**src/rtl/video_pkg.sv**
```systemverilog
// Shared types and constants for the video timing generator.
//   rgb_t       : 24-bit pixel, R[23:16] G[15:8] B[7:0]
//   pat_e       : test pattern selector encoding
//   vtg_state_e : raster FSM state, also exported on the debug port
//   vid_out_t   : bundle of every registered raster output
//   BAR_RGB     : colour-bar palette, left to right
package video_pkg;

  typedef logic [23:0] rgb_t;

  typedef enum logic [1:0] {
    PAT_BARS  = 2'd0,
    PAT_SOLID = 2'd1,
    PAT_RAMP  = 2'd2,
    PAT_CHECK = 2'd3
  } pat_e;

  typedef enum logic [1:0] {
    VTG_IDLE = 2'd0,
    VTG_RUN  = 2'd1,
    VTG_STOP = 2'd2
  } vtg_state_e;

  typedef struct packed {
    logic [1:0]  vh_blank;  // {Vblank, Hblank}
    logic [2:0]  dvh_sync;  // {D_sync, Vsync, Hsync}
    rgb_t        rgb;
    logic [15:0] x;
    logic [15:0] y;
    logic        sof;
    logic        busy;
  } vid_out_t;

  localparam rgb_t BAR_RGB [8] = '{
    24'hFF_FF_FF,  // white
    24'hFF_FF_00,  // yellow
    24'h00_FF_FF,  // cyan
    24'h00_FF_00,  // green
    24'hFF_00_FF,  // magenta
    24'hFF_00_00,  // red
    24'h00_00_FF,  // blue
    24'h00_00_00   // black
  };

endpackage

```
**src/rtl/vtg_pattern.sv**
```systemverilog
// Test pattern colour lookup. Purely combinational; the parent registers the
// result together with the rest of the raster outputs.
//   pat_sel_i  in  2   pattern select (pat_e encoding)
//   x_i, y_i   in  16  raster coordinates of the pixel being built
//   bar_idx_i  in  3   colour-bar index tracked by the parent's bar counter
//   rgb_o      out 24  pattern colour (not yet gated by data enable)
module vtg_pattern
  import video_pkg::*;
#(
  parameter rgb_t SOLID_RGB = 24'hFF_5A_43
) (
  input  logic [1:0]  pat_sel_i,
  input  logic [15:0] x_i,
  input  logic [15:0] y_i,
  input  logic [2:0]  bar_idx_i,
  output rgb_t        rgb_o
);

  // Only the ramp byte and the 16-pixel checker bit of each coordinate matter.
  logic unused_coord_bits;
  assign unused_coord_bits = ^{x_i[15:8], y_i[15:5], y_i[3:0]};

  always_comb begin
    rgb_o = '0;
    case (pat_e'(pat_sel_i))
      PAT_BARS:  rgb_o = BAR_RGB[bar_idx_i];
      PAT_SOLID: rgb_o = SOLID_RGB;
      PAT_RAMP:  rgb_o = {3{x_i[7:0]}};
      PAT_CHECK: rgb_o = (x_i[4] ^ y_i[4]) ? 24'hFF_FF_FF : 24'h00_00_00;
      default:   rgb_o = '0;
    endcase
  end

endmodule

```
**src/rtl/video_timing_gen.sv**
```systemverilog
// Raster timing source: h/v counters, sync/blank decode, test pattern and
// frame counter. Everything advances only on cycles with cen_i high. The
// stream has no backpressure: consumers take one pixel per cen cycle.
//   clk_i, rst_ni  pixel clock, asynchronous active-low reset
//   cen_i          clock enable
//   run_i          1 = generate frames, 0 = finish current frame then idle
//   pat_sel_i      test pattern select
//   vh_blank_o     {Vblank, Hblank}
//   dvh_sync_o     {D_sync, Vsync, Hsync}
//   vid_rgb_o      pixel colour, 0 outside the active area
//   pix_x_o/y_o    coordinates of the presented pixel
//   sof_o          high on the (0,0) pixel only
//   busy_o         high while presenting pixels (RUN or STOP)
//   frame_cnt_o    completed frames, wrapping
//   dbg_state_o    current FSM state
module video_timing_gen
  import video_pkg::*;
#(
  parameter int unsigned H_ACTIVE  = 1280,
  parameter int unsigned H_FP      = 110,
  parameter int unsigned H_SYNC    = 40,
  parameter int unsigned H_BP      = 220,
  parameter int unsigned V_ACTIVE  = 720,
  parameter int unsigned V_FP      = 5,
  parameter int unsigned V_SYNC    = 5,
  parameter int unsigned V_BP      = 20,
  parameter logic        HS_POL    = 1'b1,
  parameter logic        VS_POL    = 1'b1,
  parameter rgb_t        SOLID_RGB = 24'hFF_5A_43
) (
  input  logic        clk_i,
  input  logic        rst_ni,
  input  logic        cen_i,
  input  logic        run_i,
  input  logic [1:0]  pat_sel_i,
  output logic [1:0]  vh_blank_o,
  output logic [2:0]  dvh_sync_o,
  output rgb_t        vid_rgb_o,
  output logic [15:0] pix_x_o,
  output logic [15:0] pix_y_o,
  output logic        sof_o,
  output logic        busy_o,
  output logic [15:0] frame_cnt_o,
  output vtg_state_e  dbg_state_o
);

  localparam logic [15:0] H_ACT_C    = 16'(H_ACTIVE);
  localparam logic [15:0] HS_START_C = 16'(H_ACTIVE + H_FP);
  localparam logic [15:0] HS_END_C   = 16'(H_ACTIVE + H_FP + H_SYNC);
  localparam logic [15:0] H_LAST_C   = 16'(H_ACTIVE + H_FP + H_SYNC + H_BP - 1);
  localparam logic [15:0] V_ACT_C    = 16'(V_ACTIVE);
  localparam logic [15:0] VS_START_C = 16'(V_ACTIVE + V_FP);
  localparam logic [15:0] VS_END_C   = 16'(V_ACTIVE + V_FP + V_SYNC);
  localparam logic [15:0] V_LAST_C   = 16'(V_ACTIVE + V_FP + V_SYNC + V_BP - 1);
  localparam logic [15:0] BAR_W_C    = 16'((H_ACTIVE / 8 > 0) ? H_ACTIVE / 8 : 1);

  localparam vid_out_t IDLE_OUT = '{
    vh_blank: 2'b11,
    dvh_sync: {1'b0, ~VS_POL, ~HS_POL},
    rgb:      24'h0,
    x:        16'h0,
    y:        16'h0,
    sof:      1'b0,
    busy:     1'b0
  };

  vtg_state_e  state_q, state_d;
  logic [15:0] h_q, v_q;
  logic [15:0] bar_pos_q;
  logic [2:0]  bar_idx_q;
  logic [15:0] frame_cnt_q;
  vid_out_t    out_q, out_d;

  logic h_blank, v_blank, hs_act, vs_act, de, last_pix;
  rgb_t pat_rgb;

  assign h_blank  = (h_q >= H_ACT_C);
  assign v_blank  = (v_q >= V_ACT_C);
  assign hs_act   = (h_q >= HS_START_C) && (h_q < HS_END_C);
  assign vs_act   = (v_q >= VS_START_C) && (v_q < VS_END_C);
  assign de       = !h_blank && !v_blank;
  assign last_pix = (h_q == H_LAST_C) && (v_q == V_LAST_C);

  // ---------------- FSM: state register ----------------
  always_ff @(posedge clk_i or negedge rst_ni) begin
    if (!rst_ni)    state_q <= VTG_IDLE;
    else if (cen_i) state_q <= state_d;
  end

  // ---------------- FSM: next state ----------------
  // STOP keeps the raster going; raising run_i again resumes without a gap,
  // otherwise the frame is finished and the generator parks in IDLE.
  always_comb begin
    state_d = state_q;
    case (state_q)
      VTG_IDLE: if (run_i) state_d = VTG_RUN;
      VTG_RUN:  if (!run_i) state_d = VTG_STOP;
      VTG_STOP: begin
        if (run_i)         state_d = VTG_RUN;
        else if (last_pix) state_d = VTG_IDLE;
      end
      default:  state_d = VTG_IDLE;
    endcase
  end

  // ---------------- FSM: outputs (registered below) ----------------
  always_comb begin
    out_d = IDLE_OUT;
    if (state_q != VTG_IDLE) begin
      out_d.vh_blank = {v_blank, h_blank};
      out_d.dvh_sync = {de, vs_act ? VS_POL : ~VS_POL, hs_act ? HS_POL : ~HS_POL};
      out_d.rgb      = de ? pat_rgb : 24'h0;
      out_d.x        = h_q;
      out_d.y        = v_q;
      out_d.sof      = (h_q == 16'd0) && (v_q == 16'd0);
      out_d.busy     = 1'b1;
    end
  end

  always_ff @(posedge clk_i or negedge rst_ni) begin
    if (!rst_ni)    out_q <= IDLE_OUT;
    else if (cen_i) out_q <= out_d;
  end

  // ---------------- raster and bar counters ----------------
  // IDLE holds the counters at (0,0), so the cycle that leaves IDLE is the
  // load cycle and (0,0) is presented on the following cen cycle.
  // The bar counter steps alongside h so no divide by BAR_W is needed; the
  // last bar simply keeps counting to absorb any remainder.
  always_ff @(posedge clk_i or negedge rst_ni) begin
    if (!rst_ni) begin
      h_q       <= '0;
      v_q       <= '0;
      bar_pos_q <= '0;
      bar_idx_q <= '0;
    end else if (cen_i) begin
      if (state_q == VTG_IDLE) begin
        h_q       <= '0;
        v_q       <= '0;
        bar_pos_q <= '0;
        bar_idx_q <= '0;
      end else if (h_q == H_LAST_C) begin
        h_q       <= '0;
        v_q       <= (v_q == V_LAST_C) ? 16'd0 : v_q + 16'd1;
        bar_pos_q <= '0;
        bar_idx_q <= '0;
      end else begin
        h_q <= h_q + 16'd1;
        if (!h_blank) begin
          if ((bar_pos_q == BAR_W_C - 16'd1) && (bar_idx_q != 3'd7)) begin
            bar_pos_q <= '0;
            bar_idx_q <= bar_idx_q + 3'd1;
          end else begin
            bar_pos_q <= bar_pos_q + 16'd1;
          end
        end
      end
    end
  end

  // Counts on the edge that presents the last pixel, from RUN or STOP.
  // Deliberately not cleared on the way back to IDLE.
  always_ff @(posedge clk_i or negedge rst_ni) begin
    if (!rst_ni)                                     frame_cnt_q <= '0;
    else if (cen_i && state_q != VTG_IDLE && last_pix) frame_cnt_q <= frame_cnt_q + 16'd1;
  end

  vtg_pattern #(
    .SOLID_RGB (SOLID_RGB)
  ) u_pattern (
    .pat_sel_i (pat_sel_i),
    .x_i       (h_q),
    .y_i       (v_q),
    .bar_idx_i (bar_idx_q),
    .rgb_o     (pat_rgb)
  );

  assign vh_blank_o  = out_q.vh_blank;
  assign dvh_sync_o  = out_q.dvh_sync;
  assign vid_rgb_o   = out_q.rgb;
  assign pix_x_o     = out_q.x;
  assign pix_y_o     = out_q.y;
  assign sof_o       = out_q.sof;
  assign busy_o      = out_q.busy;
  assign frame_cnt_o = frame_cnt_q;
  assign dbg_state_o = state_q;

endmodule

```
**config.mk**
```make
export PLATFORM = sky130hd
export DESIGN_NAME = video_timing_gen
export DESIGN_NICKNAME = d
export VERILOG_FILES = /design/src/rtl/video_pkg.sv /design/src/rtl/vtg_pattern.sv /design/src/rtl/video_timing_gen.sv
export SDC_FILE = /design/constraint.sdc
export NUM_CORES = 1
export LEC_CHECK = 0
export ABC_AREA = 1
export BUFFER_PORTS_ARGS = -buffer_cell sky130_fd_sc_hd__buf_2
export CAP_MARGIN = 0
export CORE_MARGIN = 5
export CORE_UTILIZATION = 45
export DETAILED_ROUTE_END_ITERATION = 12
export PLACE_DENSITY = 0.62
export RECOVER_POWER = 100
export SYNTH_ARGS = -nofsm -noshare
export SYNTH_HDL_FRONTEND = slang
export SYNTH_SLANG_ARGS = --single-unit
```
**constraint.sdc**
```tcl
create_clock -name clk_i -period 1.8 [get_ports clk_i]
set_input_delay 0.18 -clock clk_i [delete_from_list [all_inputs] [get_ports clk_i]]
set_output_delay 0.18 -clock clk_i [all_outputs]
set_load 0.03 [all_outputs]
```
# Word level (Yosys, flattened, before mapping)
# Memory sizes are Yosys's and may differ from the RTL's.
# Cells that the tools add are included.
# word_totals
ff_bits,132
romBits,192
out_inout_bits,81
mem_bits_rw,0
memories,1
latch_bits,0
# mem_list
memory,words,word_bits,read_ports,rd_ports_with_merged_regs,write_ports,line,rtl
(no name shown),8,24,1,0,0,vtg_pattern.sv:26,PAT_BARS: rgb_o = BAR_RGB[bar_idx_i];
# op_classes
addsub,5
n_mul,0
n_div,0
eq_ne,13
order_cmp,7
reduce_logical,21
bitwise,2
n_shift,0
muxes,26
# op_table
cell,n
$mux W16,9
$mux W24,4
$pmux W24 S4,1
$add A16 B1 Y16 const B,4
$mux W63,1
$ge A16 B10 Y1 const B,2
$ge A16 B11 Y1 const B,2
$logic_not A16 Y1,2
$eq A16 B10 Y1 const B,1
$eq A16 B11 Y1 const B,1
$eq A16 B8 Y1 const B,1
$lt A16 B10 Y1 const B,1
$lt A16 B11 Y1 const B,1
$mux W3,4
$logic_and A1 B1 Y1,8
$mux W2,4
$eq A2 B2 Y1 const B,3
$ne A3 B3 Y1 const B,2
$pmux W2 S3,1
$eq A2 B1 Y1 const B,2
$ge A4 B4 Y1 const B,1
$logic_not A2 Y1,2
$ne A2 B2 Y1 const B,2
$not A3 Y4,1
10 further kinds,14

# Longest topological paths before layout
# logic_depth
word_depth,7
depth_mapped,13
ltp_nobuf,13

# Modules after synthesis
# A second synthesis with hierarchy kept.
# unflattened
cells_unflattened,974
area_unflattened_um2,7344.5
# by_module_without_submodules
mod,cells_each,instances,seq_area_each_um2,area_each_um2
video_timing_gen,921,1,3305.7,7060.5
vtg_pattern,53,1,0.0,284.0

# Worst setup path after synthesis
# No wires, ideal clock.
# synth_timing
path_type,reg-to-reg
start,register h_q[1]
end,register frame_cnt_q[13] (netlist: frame_cnt_o[13])
setup_slack_ns,0.215
arrival_ns,1.457
path_buffers,1
period_less_slack_ns,1.585
stages_incl_launch_ff,9
cell_sequence,dfrtp_1 > inv_1 > ha_1 > nand2_1 > nor2_1 > nand2_2 > nor3_4 > buf_6 > o21ai_0
# synth_via
elab_chain_cells,3
# synth_rtl
element,line,rtl
"start, declared",video_timing_gen.sv:68,"logic [15:0] h_q, v_q;"
"start signal, assigned",video_timing_gen.sv:148,h_q <= h_q + 16'd1;
$eq A16 B11 Y1,video_timing_gen.sv:82,assign last_pix = (h_q == H_LAST_C) && (v_q == V_LAST_C);
$logic_and A1 B1 Y1,video_timing_gen.sv:82,
$logic_and A1 B1 Y1,video_timing_gen.sv:165,else if (cen_i && state_q != VTG_IDLE && last_pix) frame_cnt_q <= frame_cnt_q + 16'd1;
"end signal, assigned",video_timing_gen.sv:165,
"end, declared",video_timing_gen.sv:71,logic [15:0] frame_cnt_q;
# Every way passes these cells.
# A chain may end at the register's enable or synchronous reset.

# Worst setup path in the final report
# layout_timing
start,register h_q[12]
end,register h_q[12]
# layout_via
elab_chain_cells,3
word_cells_on_any_way,4
cone_classes,1 x add/sub; 1 x eq/ne; 2 x mux
# layout_rtl
element,line,rtl
$add A16 B1 Y16 or $eq A16 B11 Y1 (tied branches),"video_timing_gen.sv:148, video_timing_gen.sv:142",
$mux W16 (*),video_timing_gen.sv:142,end else if (h_q == H_LAST_C) begin
$mux W16 (*),video_timing_gen.sv:137,if (state_q == VTG_IDLE) begin
# Every way passes the cells marked *; elsewhere a longest branch is shown, timed or not.

==> results.txt <==
status -> finished clean
min-delay src -> run_i
Hold Crit Endpoint -> dbg_state_o[0]
ys async rst share -> 1.00
maximum root-to-sink buffer count -> 2
CTS tree -> done
Vias -> 6682
Fmax achieved -> 604 MHz
final hold vios -> 0
global-route wire length before repair -> 32500 µm
gr usage total -> 0.222
Skew-Pair Late Insertion Delay -> 0.43 ns
number of buffers added on ports -> 86
mux cell area share after synthesis -> 0
Hold Crit Class -> in -> reg
area of the die -> 18500 µm²
crit share post-route -> 0.920
Std-Cell Rows -> 46
WL/cell -> 14.8 µm
First DRT Iteration DRCs -> 528
Psw -> 0.00268 W
Startpoint Class -> register
Worst Hold Depth -> 3
Syn-to-layout area delta -> 22.5%
Leak -> 4.17 nW
initial antenna violation count -> 0
most common cell after layout, fill and taps aside -> nand2_1
R2R setup slack -> 0.14 ns
Worst-path clk slew -> 0.06 ns
syn_nets -> 973
Core Area -> 15700 µm²
Crit path arrival time -> 1.95 ns
number of flops mapped to enable cells by yosys -> 0
Slew @ Worst Pin -> 1.16 ns
depth of the most critical reg-to-reg path -> 10
Worst VDD drop -> 0.000679 V
sequential area share after synthesis -> 0.463
dpl hpwl -> 14300 µm
Die H -> 136 µm
Initial Util -> 0.455
Cells after Synth -> 956
final wirelength -> 19500 µm
Setup Skew -> 0.0127 ns
vias in the first global route -> 6354
Synth Area in Adders -> 0.0193
Vias/cell -> 5.08
Compound-Gate Fraction of Synth Area -> 0.0853
IO Count -> 87
total gr overflow -> 0
post-route cell area -> 8750 µm²
flops & latches, synth -> 132
ant diodes -> 0
Internal -> 0.00619 W
switching share of total power -> 0.302
Reg power frac -> 0.383
Antenna Violating Nets Remaining -> 0
clk sinks -> 132
largest net degree at the start of global routing -> 66
power share of the combinational group -> 0.176
Synth warnings -> 0
detailed-route DRC error count -> 0
most frequent cells in the layout -> nand2_1 (304), dfrtp_1 (129), nor2_1 (93), nand3_1 (86)
drt first pass iters -> 6
top_reg_cell synth -> dfrtp_1
share of layout cells above drive strength 1 -> 0.114
PD cells -> 1010 nW/µm²
Worst Setup SP -> h_q[12]
worst r2r dst -> h_q[12]
Yosys cell types -> 38
Root Driver -> clkbuf_16
CP max FO -> 6
largest family of logic cells by synthesized area -> simple AND/OR/NAND/NOR gates
Die Wd -> 136 µm
htree depth -> 4
Clock power frac -> 0.441
Worst EP required -> 2.10 ns
fin nets -> 1103
Max Transition Viols Final -> 0
Reg-to-Reg Start -> h_q[12]
critical path type -> reg -> reg
dpl cell area -> 8130 µm²
crit path capture type -> register
fin crit period -> 1.66 ns
Max-cap violations -> 0
Synth Area in Simple Gates -> 0.336
final core occ -> 0.557
Post-Syn Area -> 7140 µm²
Synth Area in XOR/XNOR -> 0.0270
Post-Syn Area per Cell -> 7.47 µm²
Finish-stage setup viols -> 0
Num CTS Buffers -> 17
Final GP Congestion -> 0.977
Min Hold Slack -> 0.0243 ns
Worst slew margin -> 0.227
## worst max-delay path, cell delays in order (launching register included)
cell and delay [ns]:
dfrtp_1 0.40, nor2_1 0.12, nand2_1 0.13, inv_1 0.10
buf_4 0.13, nand2_1 0.05, nor2_1 0.20, nor2_1 0.06
buf_4 0.17, inv_1 0.06, o21ai_0 0.10
## metal layers
metal	vias up	wire, µm	track usage
met5	-	0	0
met4	0	235	0.0566
met3	26	909	0.0489
met2	182	9240	0.347
met1	3138	9110	0.314
li1	3336	-	-
## power groups by stage
| stage | combinational (W) | clock, W | sequential [W] |
|---|---|---|---|
| after global routing | 0.00173 | 0.00410 | 0.00343 |
| final | 0.00156 | 0.00391 | 0.00340 |
| after CTS | 0.00158 | 0.00396 | 0.00339 |
| after global placement | 0.00156 | 0 | 0.00344 |
| after floorplan | 0.000654 | 0 | 0.00372 |
| after detailed placement | 0.00157 | 0 | 0.00345 |
## state kept, by name (all words and copies together) (netlist names), 3 cells and up
| register | count |
|---|---|
| h_q | 16 |
| vid_rgb_o | 24 |
| bar_pos_q | 16 |
| pix_x_o | 16 |
| frame_cnt_o | 16 |
| dvh_sync_o | 3 |
| pix_y_o | 16 |
| v_q | 16 |
| bar_idx_q | 3 |
## cell type report
| class | count | area, µm² |
|---|---|---|
| Clock inverter | 14 | 223 |
| Timing Repair Buffer | 140 | 796 |
| Sequential cell | 132 | 3310 |
| Fill cell | 1538 | 6960 |
| Inverter | 92 | 350 |
| Tap cell | 216 | 270 |
| Clock buffer | 18 | 439 |
| Multi-Input combinational cell | 703 | 3360 |
## through the flow
step / power (W) / std cells / setup WS [ns] / TNS [ns]
detailed placement: 0.00502 / 1278 / 0.0449 / 0
CTS: 0.00893 / 1311 / 0.0320 / 0
finish: 0.00887 / 1315 / 0.143 / 0
global route: 0.00926 / 1315 / -0.00430 / -0.00979
global placement: 0.00501 / 1278 / 0.111 / 0
floorplan: 0.00437 / 956 / 0.215 / 0
## worst max path at each step
stage          slack [ns]              end  cells past startpoint
6_report             0.14          h_q[12]                     10
5_1_grt            -0.004           v_q[9]                     13
4_1_cts              0.03   frame_cnt_o[0]                      9
3_5_place_dp         0.04   frame_cnt_o[0]                      9
3_3_place_gp         0.11   frame_cnt_o[0]                      9
2_1_floorplan        0.22  frame_cnt_o[13]                      8
## what timing repair did
action	4_1_cts	5_1_grt
hold buffers	1	0
endpoints found under the hold margin	34	0
setup buffers	0	4
gates resized for setup	0	15
setup endpoints to repair	0	46
## synthesized netlist by cell type (9+ instances only)
cell      count  area, µm²
a21oi_1      13       65.1
buf_2         9       45.0
clkbuf_1     11       41.3
dfrtp_1     130       3250
ha_1         11        138
inv_1        82        308
inv_2        10       37.5
nand2_1     303       1140
nand3_1      86        430
nand4_1      27        169
nor2_1       94        353
nor3_1       14       70.1
o21ai_0      79        395
o21ai_1      16       80.1
xnor2_1       9       78.8
xor2_1       13        114
## kinds of logic after synthesis
kind of cell | Yosys count
XOR/XNOR | 22
AND/OR/NAND/NOR | 553
adder cells (fa/ha/maj) | 11
buffers and inverters | 121
AO/OA/AOI/OAI | 117
flip-flops | 132
(Power assumes the default switching activity.)
